<file path="config.mk">
export PLATFORM = sky130hd
export DESIGN_NAME = uart_stream_bridge
export DESIGN_NICKNAME = d
export VERILOG_FILES = /design/src/rtl/uart_stream_bridge.sv
export SDC_FILE = /design/constraint.sdc
export NUM_CORES = 1
export LEC_CHECK = 0
export ABC_AREA = 1
export BUFFER_PORTS_ARGS = -buffer_cell sky130_fd_sc_hd__buf_2
export CAP_MARGIN = 20
export CELL_PAD_IN_SITES_DETAIL_PLACEMENT = 1
export CELL_PAD_IN_SITES_GLOBAL_PLACEMENT = 1
export CORE_AREA = 2 2 82 123
export CTS_BUF_LIST = sky130_fd_sc_hd__clkbuf_16
export DETAILED_ROUTE_END_ITERATION = 10
export DIE_AREA = 0 0 84 125
export PLACE_DENSITY_LB_ADDON = 0.15
export SYNTH_ARGS = -nofsm -noshare
export SYNTH_HDL_FRONTEND = slang
export SYNTH_SLANG_ARGS = --single-unit
</file>
<file path="constraint.sdc">
create_clock -name clock -period 1.7 [get_ports clock]
set_clock_uncertainty 0.2 [all_clocks]
set_input_delay 0.17 -clock clock [delete_from_list [all_inputs] [get_ports clock]]
set_output_delay 0.17 -clock clock [all_outputs]
set_load 0.01 [all_outputs]
</file>
<file path="src/rtl/uart_stream_bridge.sv">
// uart_stream_bridge: AXI-Lite master that polls an axi_uart and bridges its RX/TX registers to byte streams.
module uart_stream_bridge #(
    parameter logic [15:0] BASE_ADDR     = 16'h0000,
    parameter int unsigned POLL_INTERVAL = 64
) (
    input  logic        clock,
    input  logic        resetn,
    output logic [15:0] m_axi_awaddr,
    output logic        m_axi_awvalid,
    input  logic        m_axi_awready,
    output logic [31:0] m_axi_wdata,
    output logic        m_axi_wvalid,
    input  logic        m_axi_wready,
    input  logic [1:0]  m_axi_bresp,
    input  logic        m_axi_bvalid,
    output logic        m_axi_bready,
    output logic [15:0] m_axi_araddr,
    output logic        m_axi_arvalid,
    input  logic        m_axi_arready,
    input  logic [31:0] m_axi_rdata,
    input  logic [1:0]  m_axi_rresp,
    input  logic        m_axi_rvalid,
    output logic        m_axi_rready,
    input  logic        uart_irq,
    input  logic [7:0]  tx_tdata,
    input  logic        tx_tvalid,
    output logic        tx_tready,
    output logic [7:0]  rx_tdata,
    output logic        rx_tvalid,
    input  logic        rx_tready,
    output logic        bus_error
);
    typedef enum logic [3:0] {
        INIT, INIT_B, IDLE, STAT_AR, STAT_R, DECIDE, RX_AR, RX_R, TX_AW, TX_B, WAIT
    } state_t;
    state_t      state_q;
    logic [15:0] awaddr_q, araddr_q, cnt_q;
    logic [31:0] wdata_q;
    logic [7:0]  rx_tdata_q;
    logic [4:0]  stat_q;
    logic        awvalid_q, wvalid_q, bready_q, arvalid_q, rready_q;
    logic        tx_tready_q, rx_tvalid_q, bus_error_q, prio_q, init_sent_q;
    logic        aw_fin, w_fin, rx_ok, tx_ok, take_rx, unused_ok;
    assign m_axi_awaddr  = awaddr_q;
    assign m_axi_awvalid = awvalid_q;
    assign m_axi_wdata   = wdata_q;
    assign m_axi_wvalid  = wvalid_q;
    assign m_axi_bready  = bready_q;
    assign m_axi_araddr  = araddr_q;
    assign m_axi_arvalid = arvalid_q;
    assign m_axi_rready  = rready_q;
    assign tx_tready     = tx_tready_q;
    assign rx_tdata      = rx_tdata_q;
    assign rx_tvalid     = rx_tvalid_q;
    assign bus_error     = bus_error_q;
    assign aw_fin  = !awvalid_q || m_axi_awready;
    assign w_fin   = !wvalid_q || m_axi_wready;
    assign rx_ok   = stat_q[0] && !rx_tvalid_q;
    assign tx_ok   = tx_tvalid && !stat_q[3];
    assign take_rx = rx_ok && (!tx_ok || !prio_q);
    assign unused_ok = &{1'b0, m_axi_rdata[31:8], stat_q[4], stat_q[2:1]};
    // prio_q: 0 favours RX, 1 favours TX when both are actionable
    always_ff @(posedge clock) begin
        if (!resetn) begin
            state_q     <= INIT;
            awaddr_q    <= '0;
            araddr_q    <= '0;
            wdata_q     <= '0;
            cnt_q       <= '0;
            stat_q      <= '0;
            rx_tdata_q  <= '0;
            awvalid_q   <= 1'b0;
            wvalid_q    <= 1'b0;
            bready_q    <= 1'b0;
            arvalid_q   <= 1'b0;
            rready_q    <= 1'b0;
            tx_tready_q <= 1'b0;
            rx_tvalid_q <= 1'b0;
            bus_error_q <= 1'b0;
            prio_q      <= 1'b0;
            init_sent_q <= 1'b0;
        end else begin
            tx_tready_q <= 1'b0;
            if (rx_tvalid_q && rx_tready) rx_tvalid_q <= 1'b0;
            case (state_q)
                INIT, TX_AW: begin
                    if (state_q == INIT && !init_sent_q) begin
                        awaddr_q    <= BASE_ADDR + 16'h000C;
                        wdata_q     <= 32'h13;
                        awvalid_q   <= 1'b1;
                        wvalid_q    <= 1'b1;
                        init_sent_q <= 1'b1;
                    end else begin
                        if (m_axi_awready) awvalid_q <= 1'b0;
                        if (m_axi_wready) wvalid_q <= 1'b0;
                        if (aw_fin && w_fin) begin
                            bready_q <= 1'b1;
                            state_q  <= (state_q == INIT) ? INIT_B : TX_B;
                        end
                    end
                end
                INIT_B, TX_B: begin
                    if (m_axi_bvalid) begin
                        bready_q <= 1'b0;
                        if (|m_axi_bresp) bus_error_q <= 1'b1;
                        state_q <= IDLE;
                    end
                end
                IDLE: begin
                    araddr_q  <= BASE_ADDR + 16'h0008;
                    arvalid_q <= 1'b1;
                    state_q   <= STAT_AR;
                end
                STAT_AR, RX_AR: begin
                    if (m_axi_arready) begin
                        arvalid_q <= 1'b0;
                        rready_q  <= 1'b1;
                        state_q   <= (state_q == STAT_AR) ? STAT_R : RX_R;
                    end
                end
                STAT_R: begin
                    if (m_axi_rvalid) begin
                        rready_q <= 1'b0;
                        stat_q   <= (|m_axi_rresp) ? 5'd0 : m_axi_rdata[4:0];
                        if (|m_axi_rresp) bus_error_q <= 1'b1;
                        state_q  <= DECIDE;
                    end
                end
                DECIDE: begin
                    if (take_rx) begin
                        araddr_q  <= BASE_ADDR;
                        arvalid_q <= 1'b1;
                        prio_q    <= 1'b1;
                        state_q   <= RX_AR;
                    end else if (tx_ok) begin
                        tx_tready_q <= 1'b1;
                        awaddr_q    <= BASE_ADDR + 16'h0004;
                        wdata_q     <= {24'h0, tx_tdata};
                        awvalid_q   <= 1'b1;
                        wvalid_q    <= 1'b1;
                        prio_q      <= 1'b0;
                        state_q     <= TX_AW;
                    end else begin
                        cnt_q   <= '0;
                        state_q <= WAIT;
                    end
                end
                RX_R: begin
                    if (m_axi_rvalid) begin
                        rready_q <= 1'b0;
                        if (|m_axi_rresp) bus_error_q <= 1'b1;
                        else begin
                            rx_tdata_q  <= m_axi_rdata[7:0];
                            rx_tvalid_q <= 1'b1;
                        end
                        state_q <= IDLE;
                    end
                end
                WAIT: begin
                    cnt_q <= cnt_q + 16'd1;
                    if (cnt_q == 16'(POLL_INTERVAL - 1) || (uart_irq && !rx_tvalid_q)) state_q <= IDLE;
                end
                default: state_q <= INIT;
            endcase
        end
    end
endmodule
</file>
==> results.md <==
* Required time of the critical path at 1680 ps
* Commonest non-fill, non-tap cells in the layout: 93 x nand2_1, 58 x nor2_1, 56 x buf_2
* XOR/XNOR share of the synthesized area at 0%
* DR vias at 3068
* Gr usage total at 17.2%
* Lkg Pwr at 0.00182 µW
* CTS tree: built
* Synth Flop Type: dfxtp_1
* ANT nets after route at 0
* Core Rows at 44
* Area growth, synth to finish at 31.3%
* Dpl cells at 638
* Commonest non-fill, non-tap cell in the layout: nand2_1
* First DRT Iteration DRCs at 80
* Die height at 125 µm
* Share of cells above drive strength 1 at 27.5%
* Post-place setup slack at -51.6 ps
* Routed vias/inst at 4.57
* CTS max path bufs at 2
* Routability cong. at 0.821
* Number of global-route vias before repair at 3121
* Filler cell count at 1273
* Area leader, netlist: dfxtp_1
* Period utilization at 95.7%
* Crit path launch type: flop
* Core area at 0.00952 mm²
* Mux cell area share after synthesis at 0%
* Drt drc at 0
* Post-synthesis async set-or-reset flop share at 0%
* Post-synth EDFFs at 0
* Synth warn at 0
* WL final at 9050 µm
* PnR worst setup slack at 73.0 ps
* Num CTS Buffers at 5
* Area contributors post-synth: dfxtp_1 35%, buf_4 13%, nand2_1 12%
* Nets@finish at 610
* Slowest stage cell, crit path: dfxtp_2
* Clk sink count at 51
* Final Total Pwr at 4350 µW
* Final min period at 1630 ps
* CP max stage delay at 350 ps
* Seq cells post-synth at 51
* Mapped Area at 0.00295 mm²
* Mapped Avg Cell Area at 6.62 µm²
* R2r startpoint: state_q[0]$_SDFFE_PN0P_
* Die width at 84 µm
* Clk Latency, worst-skew pair at 300 ps
* Post-Synth Adder-Cell Area at 0.424%
* Post-synth top area share at 34.6%
* Initial antenna violation count at 1
* Area taken by multi-input logic gates at 0.00165 mm²
* FMAX at 0.615 GHz
* Pins Over Slew Limit at 0
* Drt pass-1 iters at 4
* Final setup vio count at 0
* First-pass GRT wire length at 14600 µm
* H-tree levels at 2
* Register area at 0.00103 mm²
* Sequential share of the synthesized area at 34.6%
* Final hold vios at 0
* Status: completed
* Gr ovfl total at 0
* Simple logic cell fraction of the synthesized area at 32.3%
* Largest family of logic cells by synthesized area: simple AND/OR/NAND/NOR gates
* Max-cap violations at 0
* Die Area at 0.0105 mm²
* Ports at 134
* Core Util, Final at 40.6%
* Crit path to: bus_error$_SDFFE_PN0P_
* Avg WL per Cell at 13.5 µm
* Crit path cell chain: buf_4, inv_1, nand2_1, a21oi_2, o21ai_0, o211ai_1, a21oi_1
* # port buffers at 56
* Clk slew on worst S/H paths at 70 ps
* Hold slack at 54.9 ps
* Post-Layout Cell Count at 672
* Post-synth cell types at 30
* Reg2reg end: bus_error$_SDFFE_PN0P_
* Crit Path Class: flop to flop
* Post-synthesis compound-gate area fraction at 12.9%
* CP Capture Type: flop
* Critical path arrival at 1610 ps
* Maximum vdd drop at 568 µV
* Root buffer cell: clkbuf_16
* Post-DP HPWL at 6720 µm
* Synth Instances at 445
* RSZ-0062 raised after global routing: yes
* CP Launch Point: state_q[0]$_SDFFE_PN0P_
* Largest net degree at the start of global routing at 19
* FF-to-FF setup slack at 70 ps
* Highest net fanout along the worst path at 5
* Reg2Reg Depth at 7
* Worst hold-check path type: input port to flop
* Initial Utilization at 31.0%
* P per Cell Area at 1120 mW/mm²
where the power goes:
group	switching (µW)	internal [µW]	leakage (µW)	total (µW)
clock	490	559	0.0000719	1050
sequential	127	1380	0.000418	1510
combinational	1080	705	0.00133	1790
state kept, by name (all words and copies together), names as in the netlist:
name,count
cnt_q,16
prio_q,1
state_q,4
m_axi_arvalid,1
bus_error,1
m_axi_awvalid,1
tx_tready,1
rx_tvalid,1
m_axi_wvalid,1
m_axi_bready,1
m_axi_araddr,1
m_axi_wdata,8
rx_tdata,8
stat_q,2
init_sent_q,1
m_axi_rready,1
m_axi_awaddr,2
metrics by stage:
stage,TNS (ps),instance area [µm²]
floorplan,0,3140
global placement,-76.5,3360
detailed placement,-145,3360
CTS,0,3760
global route,-130,3870
finish,0,3870
layout make-up:
class,instances,area share (%)
multi-input cells,347,42.7
flip-flops and latches,51,26.6
repair buffers,111,19.1
inverters,39,3.88
well taps,115,3.72
clock buffers,5,3.23
clock inverters,3,0.711
diodes,1,0.0646
worst max-delay path, delay by kind of cell, from the launching register on:
kind            cells  cell delay (ps)
simple gates        1              140
buf+inv             2              260
compound gates      4              570
flops               1              350
metal layers:
metal / vias to the layer above / track usage (%) / part of all wire, % / routed length [µm]
met5: - / 0 / 0 / 0
met4: 0 / 6.83 / 2.6 / 231
met3: 15 / 2.18 / 2.3 / 209
met2: 54 / 34.7 / 59 / 5360
met1: 1455 / 17.2 / 36 / 3250
li1: 1544 / - / - / -
cell usage after synthesis, drive strengths merged (5+ instances only):
master	instances
dfxtp	51
o21ai	22
or2	6
nand2	100
nor2	70
a21oi	36
clkbuf	5
nand4	8
nand3	33
buf	55
inv	38
a22oi	5
nor3	7
what timing repair did:
action,4_1_cts,5_1_grt
endpoints found under the setup margin,25,39
resized for setup,5,37
buffers inserted,5,1
hold buffers,19,0
pin swaps,2,3
hold endpoints to repair,19,0
how the worst min path moves through the flow:
stage                     cells past startpoint                  endpoint  slack [ps]      startpoint
after floorplan                               2  rx_tdata[0]$_SDFFE_PN0P_         110  m_axi_rdata[0]
after global placement                        3  rx_tdata[7]$_SDFFE_PN0P_         220  m_axi_rdata[7]
after detailed placement                      3  rx_tdata[6]$_SDFFE_PN0P_         230  m_axi_rdata[6]
after CTS                                     4    stat_q[3]$_SDFFE_PN0P_          50  m_axi_rresp[0]
after global routing                          4    stat_q[3]$_SDFFE_PN0P_          70  m_axi_rresp[1]
final                                         4    stat_q[3]$_SDFFE_PN0P_          50  m_axi_rresp[1]
logic make-up (layout without fill, tap and decap cells):
kind of cell / after synthesis / in the layout
AND/OR/NAND/NOR: 225 / 225
buffers and inverters: 99 / 158
AO/OA/AOI/OAI: 68 / 68
flip-flops: 51 / 51
adder cells (fa/ha/maj): 1 / 1
other: 1 / 54
Note: power is estimated with default switching activity, not from simulation.
